**src/rtl/sync_updown_counter.sv**
```systemverilog
// Parametrised up/down counter with clear, clamped parallel load, wrap or
// saturate at the limits, and terminal-count / overflow / underflow flags.
module sync_updown_counter #(
  parameter int unsigned         WIDTH     = 8,
  parameter logic [WIDTH-1:0]    MAX_COUNT = {WIDTH{1'b1}},
  parameter bit                  SATURATE  = 1'b0
) (
  input  logic             clk,
  input  logic             reset,
  input  logic             enable,
  input  logic             up_down,
  input  logic             clear,
  input  logic             load,
  input  logic [WIDTH-1:0] load_value,
  output logic [WIDTH-1:0] count,
  output logic             tc,
  output logic             overflow,
  output logic             underflow
);

  logic [WIDTH-1:0] count_p0;
  logic             ovf_p0;
  logic             unf_p0;

  logic [WIDTH-1:0] count_nxt;
  logic             ovf_nxt;
  logic             unf_nxt;

  function automatic logic [WIDTH-1:0] clamp_load(input logic [WIDTH-1:0] v);
    return (v > MAX_COUNT) ? MAX_COUNT : v;
  endfunction

  function automatic logic [WIDTH-1:0] step_up(input logic [WIDTH-1:0] c);
    if (c >= MAX_COUNT) return SATURATE ? MAX_COUNT : '0;
    return c + WIDTH'(1);
  endfunction

  function automatic logic [WIDTH-1:0] step_down(input logic [WIDTH-1:0] c);
    if (c == '0) return SATURATE ? '0 : MAX_COUNT;
    return c - WIDTH'(1);
  endfunction

  // Action select: clear > load > enabled step > hold
  always_comb begin
    count_nxt = count_p0;
    ovf_nxt   = 1'b0;
    unf_nxt   = 1'b0;
    if (clear) begin
      count_nxt = '0;
    end else if (load) begin
      count_nxt = clamp_load(load_value);
    end else if (enable) begin
      if (up_down) begin
        count_nxt = step_up(count_p0);
        ovf_nxt   = (count_p0 == MAX_COUNT);
      end else begin
        count_nxt = step_down(count_p0);
        unf_nxt   = (count_p0 == '0);
      end
    end
  end

  // Stage p0: registered count and one-cycle flag pulses
  always_ff @(posedge clk or negedge reset) begin
    if (!reset) begin
      count_p0 <= '0;
      ovf_p0   <= 1'b0;
      unf_p0   <= 1'b0;
    end else begin
      count_p0 <= count_nxt;
      ovf_p0   <= ovf_nxt;
      unf_p0   <= unf_nxt;
    end
  end

  assign count     = count_p0;
  assign overflow  = ovf_p0;
  assign underflow = unf_p0;
  assign tc        = (up_down & (count_p0 == MAX_COUNT)) | (~up_down & (count_p0 == '0));

endmodule

```
**config.mk**
```make
export PLATFORM = sky130hd
export DESIGN_NAME = sync_updown_counter
export DESIGN_NICKNAME = d
export VERILOG_FILES = /design/src/rtl/sync_updown_counter.sv
export SDC_FILE = /design/constraint.sdc
export NUM_CORES = 1
export LEC_CHECK = 0
export ABC_AREA = 1
export CAP_MARGIN = 25
export CORE_MARGIN = 3
export CORE_UTILIZATION = 43
export DETAILED_ROUTE_END_ITERATION = 10
export GPL_ROUTABILITY_DRIVEN = 0
export PLACE_DENSITY = 0.72
export SYNTH_ARGS = -nofsm -noshare
export SYNTH_HDL_FRONTEND = slang
export SYNTH_SLANG_ARGS = --single-unit
```
**constraint.sdc**
```tcl
create_clock -name clk -period 1.3 [get_ports clk]
set_clock_uncertainty 0.05 [all_clocks]
set_input_delay 0.26 -clock clk [delete_from_list [all_inputs] [get_ports clk]]
set_output_delay 0.26 -clock clk [all_outputs]
set_load 0.03 [all_outputs]
```
# --- Word level (Yosys, flattened, before mapping) ---
# Cells that the tools add are included.
# Widths: inputs -> output; s select.
word_totals:
  word_cells: 41
  regBits: 10
op_classes:
  n_eq_ne: 1
  bitwise_logic: 4
  n_addsub: 2
  magnitude_cmp: 2
  mux: 27
  reduce_logical: 2
ops:
  columns: ["cell", "count"]
  rows:
  - ["$mux 8", 9]
  - ["$mux 1", 18]
  - ["$add 8x1->8 const B", 1]
  - ["$eq 8x8->1 const B", 1]
  - ["$ge 8x8->1 const B", 1]
  - ["$gt 8x8->1 const B", 1]
  - ["$logic_not 8->1", 1]
  - ["$sub 8x1->8 const B", 1]
  - ["$reduce_bool 3->1", 1]
  - ["$and 1x1->1", 2]
  - ["$not 1->1", 1]
  - ["$or 1x1->1", 1]

# --- Logic depth before layout (Yosys ltp) ---
# Gate-level depths: netlist of run 1.
logic_depth:
  ltp_word: 11
  mapped_depth: 11
  mapped_depth_nobuf: 10

# --- Least setup slack after synthesis of run 1 ---
# No wires, ideal clock.
synth_path:
  kind: "reg-to-output"
  from: "register count_p0[0], in the netlist count[0]"
  to: "output tc"
  path_slack_ns: -0.394
  n_path_buf: 0
  t_arrival_ns: 1.384
  path_stages_with_launch: 6
  path_cell_list: "dfrtp_1 > ha_1 > nand2_2 > clkinv_2 > nand4_1 > nand2_1"
synth_between:
  elab_chain_cells: 3
synth_rtl:
  columns: ["element", "line", "rtl"]
  rows:
  - ["start, declared", "21", "logic [WIDTH-1:0] count_p0;"]
  - ["start signal, assigned", "70", "count_p0 <= count_nxt;"]
  - ["$eq 8x8->1 / $logic_not 8->1 (equally long branches)", "79", "assign tc = (up_down & (count_p0 == MAX_COUNT)) | (~up_down & (count_p0 == '0));"]
  - ["$and 1x1->1", "79", null]
  - ["$or 1x1->1 (*)", "79", null]
  - ["end, declared", "16", "output logic tc,"]
# Every way passes the cells marked *; elsewhere a longest branch is shown, timed or not.

# --- Worst setup path in the final report of run 1 ---
layout_path:
  from: "register count_p0[1], in the netlist count[1]"
  to: "output tc"
# The elaborated chain is that of the path after synthesis.

==> results of run 1 <==
## path summary, 6_finish.rpt
path	startpoint	endpoint	cells after the start
max	count[1]	tc	6
min	reset	overflow	2
max reg2reg	count[0]	count[3]	12
min reg2reg	count[7]	count[7]	3
max in group asynchronous	reset	count[4]	2
min in group clk	load_value[0]	count[0]	5
## synth_stat cells, drive strengths merged
master / count / area [um2]
nand2: 46 / 175
inv: 22 / 82.6
o21ai: 20 / 104
nand3: 19 / 105
nor2: 13 / 63.8
dfrtp: 10 / 250
nand4: 6 / 37.5
buf: 4 / 28.8
ha: 3 / 37.5
a21oi: 2 / 10.0
clkinv: 2 / 10.0
nor3: 1 / 5.00
o22ai: 1 / 6.26
or2: 1 / 6.26
xnor2: 1 / 8.76
## power by group through the flow
stage,logic [mW],clock network (mW),registers [mW]
after CTS,0.664,0.212,0.373
final,0.864,0.212,0.385
after floorplan,0.267,0,0.422
after global routing,0.906,0.234,0.386
after global placement,0.553,0,0.376
after detailed placement,0.562,0,0.377
## final cells by class
type	count	area (um2)
tap	27	33.8
fill	77	143
timing repair buffer	74	676
multi-input combinational	113	767
inverter	24	103
sequential	10	258
clock buffer	3	22.5
## worst max-delay path, stage by stage (launching register included)
cell and delay [ns]:
dfrtp_2 0.45, ha_4 0.18, nand2_4 0.06, clkinv_4 0.05, nand4_1 0.22, nand2_4 0.13
buf_6 0.13
## logic make-up (layout without fill, tap and decap cells)
logic type      count (synthesis)  in the layout  synth area share, %
flops                          10             10                 26.9
simple gates                   86             86                 42.2
buf+inv                        28            101                 13.0
xor+xnor                        1              1                0.941
compound gates                 23             23                 12.9
fa+ha+maj                       3              3                 4.03
## flip-flops by register name, summed over array words and instances (netlist names)
name	flops
count	8
underflow	1
overflow	1
## routing by layer
layer | routed length (um) | GRT usage (%)
met5 | 0 | 0
met4 | 272 | 14.5
met3 | 279 | 3.42
met2 | 2280 | 45.5
met1 | 1920 | 34.5
## repair_timing
| item | 4_1_cts | 5_1_grt |
|---|---|---|
| endpoints found under the setup margin | 16 | 18 |
| buffers inserted | 9 | 12 |
| gates resized for setup | 27 | 40 |
| pin swaps | 10 | 21 |
## stage by stage
| step | TNS [ns] | setup slack [ns] | instances | utilization, % |
|---|---|---|---|---|
| global placement | -2.63 | -0.338 | 231 | 72.8 |
| finish | -3.71 | -0.497 | 251 | 92.9 |
| CTS | -2.03 | -0.399 | 241 | 81.8 |
| detailed placement | -2.92 | -0.362 | 231 | 72.8 |
| floorplan | -1.12 | -0.181 | 151 | - |
| global route | -4.54 | -0.570 | 251 | 92.9 |
==> flow_metrics.py, run 1 <==
metrics = {
    "pwr": {
        "combPwrFrac_pct": 59.2,
        "leakage_nw": 0.899,
        "p_int_mw": 0.858,
        "seqPwrFrac_pct": 26.4,
        "clockPowerShare_pct": 14.5,
        "ir_worst_vdd_mv": 0.706,
        "netSwitchingFraction_pct": 41.3,
        "p_sw_mw": 0.603,
        "powerDensity_nw_per_um2": 786,
        "power_mw": 1.46,
    },
    "timing": {
        "hold_violations": 0,
        "drv_slew": 0,
        "rsz0062_at_grt": "true",
        "post-route-min-period_ns": 1.80,
        "setup_viol": 18,
        "worst_slew_pin_slew_ns": 0.326,
        "hold_ws_ns": 0.258,
        "max_freq_mhz": 556,
        "period_share_pct": 138,
        "max_slew_margin_pct": 78.0,
        "fin_ws_ns": -0.497,
    },
    "cts": {
        "htree_levels": 1,
        "numCtsBuffers": 3,
        "hold_buffers": 0,
        "clock-sinks": 10,
        "worstSkewPairLatency_ns": 0.26,
        "clockBufferDepth": 2,
        "clk_pin_slew_worst_paths_ns": 0.07,
        "cts_tree": "done",
        "root_buffer": "clkbuf_4",
    },
    "drt": {
        "antenna_left": 0,
        "wirelength_um": 4750,
        "drt-wirelength-per-cell_um": 18.9,
        "vias_per_cell": 5.65,
        "drt_first_iter_violations": 78,
        "first_pass_iters": 4,
        "vias": 1418,
        "drc": 0,
    },
    "setup_path": {
        "path_max_fanout": 3,
        "worstSetupPathType": "flip-flop to output pin",
        "regToRegSetupSlack_ns": -0.43,
        "start_kind": "flip-flop",
        "arrival_ns": 1.49,
        "required_ns": 0.99,
        "crit_path_end_kind": "output pin",
    },
    "cells_and_area": {
        "drive_above_1_share_pct": 54.5,
        "final_common_cell": "buf_4",
        "synthToLayoutAreaGrowth_pct": 99.7,
        "layout.nets": 243,
        "final_cell_mix": "buf_4 (41), nand2_1 (31), buf_6 (18)",
        "antennaDiodeCount": 0,
        "final_cell_area_um2": 1860,
    },
    "synth": {
        "syn_nets": 168,
        "ys_seq_elements": 10,
        "synth.avg_cell_area_um2": 6.16,
        "syn_area_um2": 931,
        "yosysWarnings": 0,
        "synthCells": 151,
        "synth.distinct_cells": 24,
        "seq_area_frac_synth_pct": 26.9,
    },
    "flow_run": {
        "drv_cap": 0,
    },
    "placement": {
        "io_buffer_count": 24,
        "placed_area_um2": 1460,
        "hpwlAfterDp_um": 2300,
    },
    "global_route": {
        "grt_overflow": 0,
        "grt_max_degree": 11,
        "grt_pass1_wl_um": 5660,
        "grt_pass1_vias": 1269,
        "antenna_found_initial": 0,
        "track_usage_pct": 27.5,
    },
    "die": {
        "rows": 16,
        "ioPinCount": 25,
        "die_x_um": 52.5,
        "dieArea_um2": 2760,
        "coreArea_um2": 2000,
        "die_h_um": 52.5,
        "start_util_pct": 46.5,
    },
    "run_status": {
        "violations": "negative setup slack",
        "run_status": "finished, violations left",
    },
    "worst_hold_path": {
        "hold_path.class": "primary input to async pin",
    },
}
Power figures use the tool's default switching activity.
==> run 2: changes to the inputs <==
--- a/config.mk
+++ b/config.mk
@@ -5,9 +5,8 @@
 export SDC_FILE = /design/constraint.sdc
 export NUM_CORES = 1
 export LEC_CHECK = 0
-export ABC_AREA = 1
+export ABC_AREA = 0
 export CAP_MARGIN = 25
-export CORE_MARGIN = 3
 export CORE_UTILIZATION = 43
 export DETAILED_ROUTE_END_ITERATION = 10
 export GPL_ROUTABILITY_DRIVEN = 0
==> flow_metrics.py, run 2 <==
metrics = {
    "run_status": {
        "run_status": "finished, violations left",
        "violations": "negative setup slack",
    },
    "synth": {
        "ys_async_sr_fraction_pct": 100,
        "ys_seq_elements": 10,
        "yosysTopAreaCell": "dfrtp_1",
        "synth_common_cells": "nand2_1 (11), dfrtp_1 (10), nor2_1 (10)",
        "yosysWarnings": 0,
        "synth-xor-area-share_pct": 0.901,
        "synth_top_area_share_pct": 25.7,
        "synth_fa_ha_area_share_pct": 3.86,
        "dominantRegCellSynth": "dfrtp_1",
        "synth.area.top_cells": "dfrtp_1 (26%), nand2_1 (4.2%), ha_1 (3.9%)",
        "syn_area_um2": 972,
        "synth_mux_area_share_pct": 1.03,
        "synth-compound-area-share_pct": 30.8,
        "synth_top_family_by_area": "compound AO/OA/AOI/OAI gates",
        "synth_edf_count": 0,
        "syn_nets": 136,
        "synth_most_common_cell": "nand2_1",
        "synth.avg_cell_area_um2": 8.17,
        "synth.distinct_cells": 51,
        "synthSimpleGateAreaFrac_pct": 28.4,
        "seq_area_frac_synth_pct": 25.7,
        "synthCells": 119,
    },
    "placement": {
        "hpwlAfterDp_um": 2540,
        "io_buffer_count": 24,
        "post-place-ws_ns": -0.527,
    },
    "global_route": {
        "grt_max_degree": 12,
        "track_usage_pct": 35.5,
        "grt_pass1_vias": 1280,
        "grt_pass1_wl_um": 6410,
        "antenna_found_initial": 0,
        "grt_overflow": 0,
    },
    "cells_and_area": {
        "layout.nets": 211,
        "final_common_cell": "buf_4",
        "drive_above_1_share_pct": 56.0,
        "synthToLayoutAreaGrowth_pct": 93.8,
        "final_cell_mix": "buf_4 (45), buf_6 (22), clkdlybuf4s50_1 (12)",
        "antennaDiodeCount": 0,
        "largest_reg_flops": 8,
        "fillCellCount": 74,
        "final_util_pct": 92.3,
    },
    "die": {
        "start_util_pct": 47.6,
        "dieArea_um2": 2460,
        "coreArea_um2": 2040,
        "rows": 16,
        "die_h_um": 49.6,
        "die_x_um": 49.6,
        "ioPinCount": 25,
    },
    "cts": {
        "numCtsBuffers": 3,
        "hold_buffers": 0,
        "clk_pin_slew_worst_paths_ns": 0.09,
        "clockBufferDepth": 2,
        "worstSkewPairLatency_ns": 0.29,
        "htree_levels": 1,
        "root_buffer": "clkbuf_4",
        "clock-sinks": 10,
        "cts_tree": "done",
    },
    "drt": {
        "drt-wirelength-per-cell_um": 23.9,
        "antenna_left": 0,
        "wirelength_um": 5260,
        "vias": 1519,
        "drc": 0,
        "first_pass_iters": 5,
        "drt_first_iter_violations": 153,
        "vias_per_cell": 6.90,
    },
    "timing": {
        "drv_slew": 0,
        "fin_ws_ns": -0.628,
        "period_share_pct": 148,
        "max_freq_mhz": 519,
        "hold_violations": 0,
        "setup_viol": 18,
        "post-route-min-period_ns": 1.93,
        "max_slew_margin_pct": 75.3,
        "worst_slew_pin_slew_ns": 0.367,
        "rsz0062_at_grt": "true",
    },
    "setup_path": {
        "start_kind": "flip-flop",
        "arrival_ns": 1.62,
        "required_ns": 0.99,
        "worstSetupPathType": "flip-flop to output pin",
        "crit_path_end_kind": "output pin",
        "path_max_fanout": 4,
    },
    "pwr": {
        "leakage_nw": 0.792,
        "clockPowerShare_pct": 21.1,
        "combPwrFrac_pct": 54.3,
        "powerDensity_nw_per_um2": 829,
        "netSwitchingFraction_pct": 40.4,
        "p_sw_mw": 0.631,
        "p_int_mw": 0.932,
        "seqPwrFrac_pct": 24.6,
        "ir_worst_vdd_mv": 0.629,
    },
    "flow_run": {
        "drv_cap": 0,
    },
    "worst_hold_path": {
        "hold_path.class": "primary input to async pin",
    },
}
## run 2: cell types whose count changed after synthesis, sizes merged, moves of 3 or more
| cell | change |
|---|---|
| a21boi | +3 |
| nand2 | -35 |
| buf | +4 |
| a21oi | +3 |
| inv | -16 |
| nor3 | +4 |
| nand3 | -12 |
| o21ai | -15 |
## run 2: layer usage
metal	track usage [%]	vias to the layer above	wire length, um
met5	0	-	0
met4	20.5	0	506
met3	5.86	69	626
met2	61.3	171	2340
met1	41.0	683	1790
li1	-	596	-
## run 2: power groups by stage
stage	logic [mW]	clock network (mW)	registers, mW
detailed placement	0.558	0	0.385
finish	0.848	0.330	0.384
global route	0.876	0.359	0.386
CTS	0.660	0.304	0.378
global placement	0.544	0	0.383
floorplan	0.282	0	0.418
## run 2: critical path, stage by stage, from the launching register on
cell     delay (ns)
dfrtp_2        0.45
ha_4           0.20
nand4_1        0.20
buf_4          0.22
o21ai_4        0.12
buf_6          0.14
## run 2: area by class of cell
cell class	count	area, um2	area share [%]
flip-flops and latches	10	260	13.8
multi-input cells	93	811	43.0
well taps	27	33.8	1.79
repair buffers	80	718	38.1
clock buffers	4	36.3	1.93
inverters	6	25.0	1.33
## run 2: cell families (layout without fill, tap and decap cells)
logic type | count (synthesis) | after routing
and+or+nand+nor | 49 | 49
adders and majority gates | 3 | 3
xor gates and xnor gates | 1 | 1
DFF | 10 | 10
buffers and inverters | 16 | 90
muxes | 1 | 1
AOI/OAI and AO/OA | 39 | 39
## run 2: path summary, 6_finish.rpt
kind | start | to | slack, ns | cells after the start
max in group asynchronous | reset | count[1] | 0.77 | 2
setup / recovery | count[0] | tc | -0.63 | 5
hold / removal | reset | count[6] | 0.26 | 2
min in group clk | load_value[1] | count[1] | 0.47 | 3
hold reg to reg | count[7] | underflow | 0.73 | 4
setup reg to reg | count[0] | count[5] | -0.63 | 8
## run 2: repair_timing
| item | CTS | global route |
|---|---|---|
| gates resized for setup | 25 | 21 |
| buffers inserted | 7 | 10 |
| pin swaps | 8 | 4 |
| endpoints found under the setup margin | 17 | 19 |
## run 2: through the flow
| step | hold WS [ns] | cell area (um2) | instances | setup TNS (ns) | total power [mW] |
|---|---|---|---|---|---|
| floorplan | -0.0856 | 1040 | 119 | -2.94 | 0.700 |
| global placement | 0.522 | 1510 | 199 | -3.83 | 0.927 |
| detailed placement | 0.527 | 1510 | 199 | -4.21 | 0.943 |
| CTS | 0.235 | 1710 | 210 | -3.17 | 1.34 |
| global route | 0.239 | 1880 | 220 | -5.76 | 1.62 |
| finish | 0.258 | 1880 | 220 | -4.97 | 1.56 |
==> run 3: changes to the inputs <==
--- a/config.mk
+++ b/config.mk
@@ -11,6 +11,7 @@
 export DETAILED_ROUTE_END_ITERATION = 10
 export GPL_ROUTABILITY_DRIVEN = 0
 export PLACE_DENSITY = 0.72
+export SKIP_CTS_REPAIR_TIMING = 1
 export SYNTH_ARGS = -nofsm -noshare
 export SYNTH_HDL_FRONTEND = slang
 export SYNTH_SLANG_ARGS = --single-unit
==> flow_metrics.py, run 3 (same netlist as run 2, synthesis figures left out) <==
metrics = {
    "run_status": {
        "run_status": "finished, violations left",
        "violations": "negative setup slack",
    },
    "cells_and_area": {
        "final_common_cell": "buf_4",
        "fillCellCount": 126,
        "largest_reg_flops": 8,
        "final_cell_mix": "buf_4 (48), clkdlybuf4s50_1 (13), buf_6 (11)",
        "antennaDiodeCount": 0,
        "synthToLayoutAreaGrowth_pct": 74.5,
        "final_cell_area_um2": 1700,
        "layout.nets": 203,
        "drive_above_1_share_pct": 48.6,
    },
    "setup_path": {
        "worstSetupPathType": "flip-flop to output pin",
        "crit_path_end_kind": "output pin",
        "arrival_ns": 1.55,
        "path_max_fanout": 4,
        "regToRegSetupSlack_ns": -0.51,
        "start_kind": "flip-flop",
        "required_ns": 0.99,
    },
    "die": {
        "dieArea_um2": 2460,
        "die_h_um": 49.6,
        "ioPinCount": 25,
        "die_x_um": 49.6,
        "coreArea_um2": 2040,
        "start_util_pct": 47.6,
        "rows": 16,
    },
    "global_route": {
        "track_usage_pct": 29.1,
        "grt_overflow": 0,
        "grt_pass1_vias": 1125,
        "grt_pass1_wl_um": 5310,
        "grt_max_degree": 12,
        "antenna_found_initial": 0,
    },
    "cts": {
        "cts_tree": "done",
        "numCtsBuffers": 3,
        "worstSkewPairLatency_ns": 0.28,
        "htree_levels": 1,
        "clockBufferDepth": 2,
        "root_buffer": "clkbuf_4",
        "clock-sinks": 10,
        "clk_pin_slew_worst_paths_ns": 0.08,
    },
    "drt": {
        "drt-wirelength-per-cell_um": 18.7,
        "wirelength_um": 3960,
        "first_pass_iters": 4,
        "drc": 0,
        "vias": 1332,
        "antenna_left": 0,
        "vias_per_cell": 6.28,
        "drt_first_iter_violations": 77,
    },
    "worst_hold_path": {
        "hold_path.class": "primary input to async pin",
    },
    "timing": {
        "hold_violations": 0,
        "worst_slew_pin_slew_ns": 0.332,
        "max_freq_mhz": 537,
        "post-route-min-period_ns": 1.86,
        "period_share_pct": 143,
        "drv_slew": 0,
        "rsz0062_at_grt": "true",
        "fin_ws_ns": -0.562,
        "hold_ws_ns": 0.223,
        "setup_viol": 16,
        "max_slew_margin_pct": 77.7,
    },
    "placement": {
        "placed_area_um2": 1510,
        "io_buffer_count": 24,
        "hpwlAfterDp_um": 2540,
    },
    "pwr": {
        "clockPowerShare_pct": 22.7,
        "netSwitchingFraction_pct": 38.1,
        "p_sw_mw": 0.519,
        "seqPwrFrac_pct": 28.3,
        "ir_worst_vdd_mv": 0.591,
        "p_int_mw": 0.842,
        "leakage_nw": 0.717,
        "combPwrFrac_pct": 49.0,
        "powerDensity_nw_per_um2": 802,
    },
    "flow_run": {
        "drv_cap": 0,
    },
}
[run 3: cell types whose count changed in the layout (fill, tap and decap cells not counted), moves of 2 or more]
cell	delta
a2111oi_2	+2
a2111oi_4	-2
buf_4	+3
buf_6	-11
nor2_1	+2
nor2_2	-2
[run 3: power groups by stage]
stage | combinational (mW) | clock (mW) | sequential, mW
2_1_floorplan | 0.282 | 0 | 0.418
3_3_place_gp | 0.544 | 0 | 0.383
3_5_place_dp | 0.558 | 0 | 0.385
4_1_cts | 0.563 | 0.304 | 0.379
5_1_grt | 0.698 | 0.329 | 0.388
6_report | 0.667 | 0.309 | 0.384
[run 3: worst max-delay path, cell delays in order (launching register included)]
cell     delay (ns)
dfrtp_2        0.43
ha_4           0.17
nand4_1        0.19
buf_4          0.22
o21ai_4        0.12
buf_6          0.14
[run 3: area by class of cell]
cell class | count | area, um2 | area share (%)
Clock buffer | 4 | 36.3 | 2.14
Tap cell | 27 | 33.8 | 1.99
Sequential cell | 10 | 260 | 15.3
Inverter | 6 | 25.0 | 1.47
Timing Repair Buffer | 72 | 614 | 36.2
Multi-Input combinational cell | 93 | 727 | 42.8
[run 3: per-stage QoR]
step           worst slack, ns  utilization (%)  cells  TNS, ns  power (mW)
2_1_floorplan           -0.357                -    119    -2.94       0.700
6_report                -0.562             83.1    212    -3.83        1.36
4_1_cts                 -0.675             75.6    203    -3.58        1.25
3_5_place_dp            -0.527             73.8    199    -4.21       0.943
3_3_place_gp            -0.484             73.8    199    -3.83       0.927
5_1_grt                 -0.631             83.1    212    -4.73        1.42
[run 3: worst paths after layout]
kind                                from         to  cells after the start
min in group clk           load_value[1]   count[1]                      3
hold / removal                     reset   count[3]                      2
setup / recovery                count[0]         tc                      5
max in group asynchronous          reset   count[7]                      2
setup reg to reg                count[1]   count[6]                      7
hold reg to reg                 count[7]  underflow                      3
[run 3: per-layer routing]
layer / track usage, % / wire length [um] / vias to the layer above
met1: 36.0 / 1550 / 634
met3: 4.94 / 387 / 18
li1: - / - / 583
met5: 0 / 0 / -
met2: 47.3 / 1910 / 97
met4: 16.7 / 114 / 0
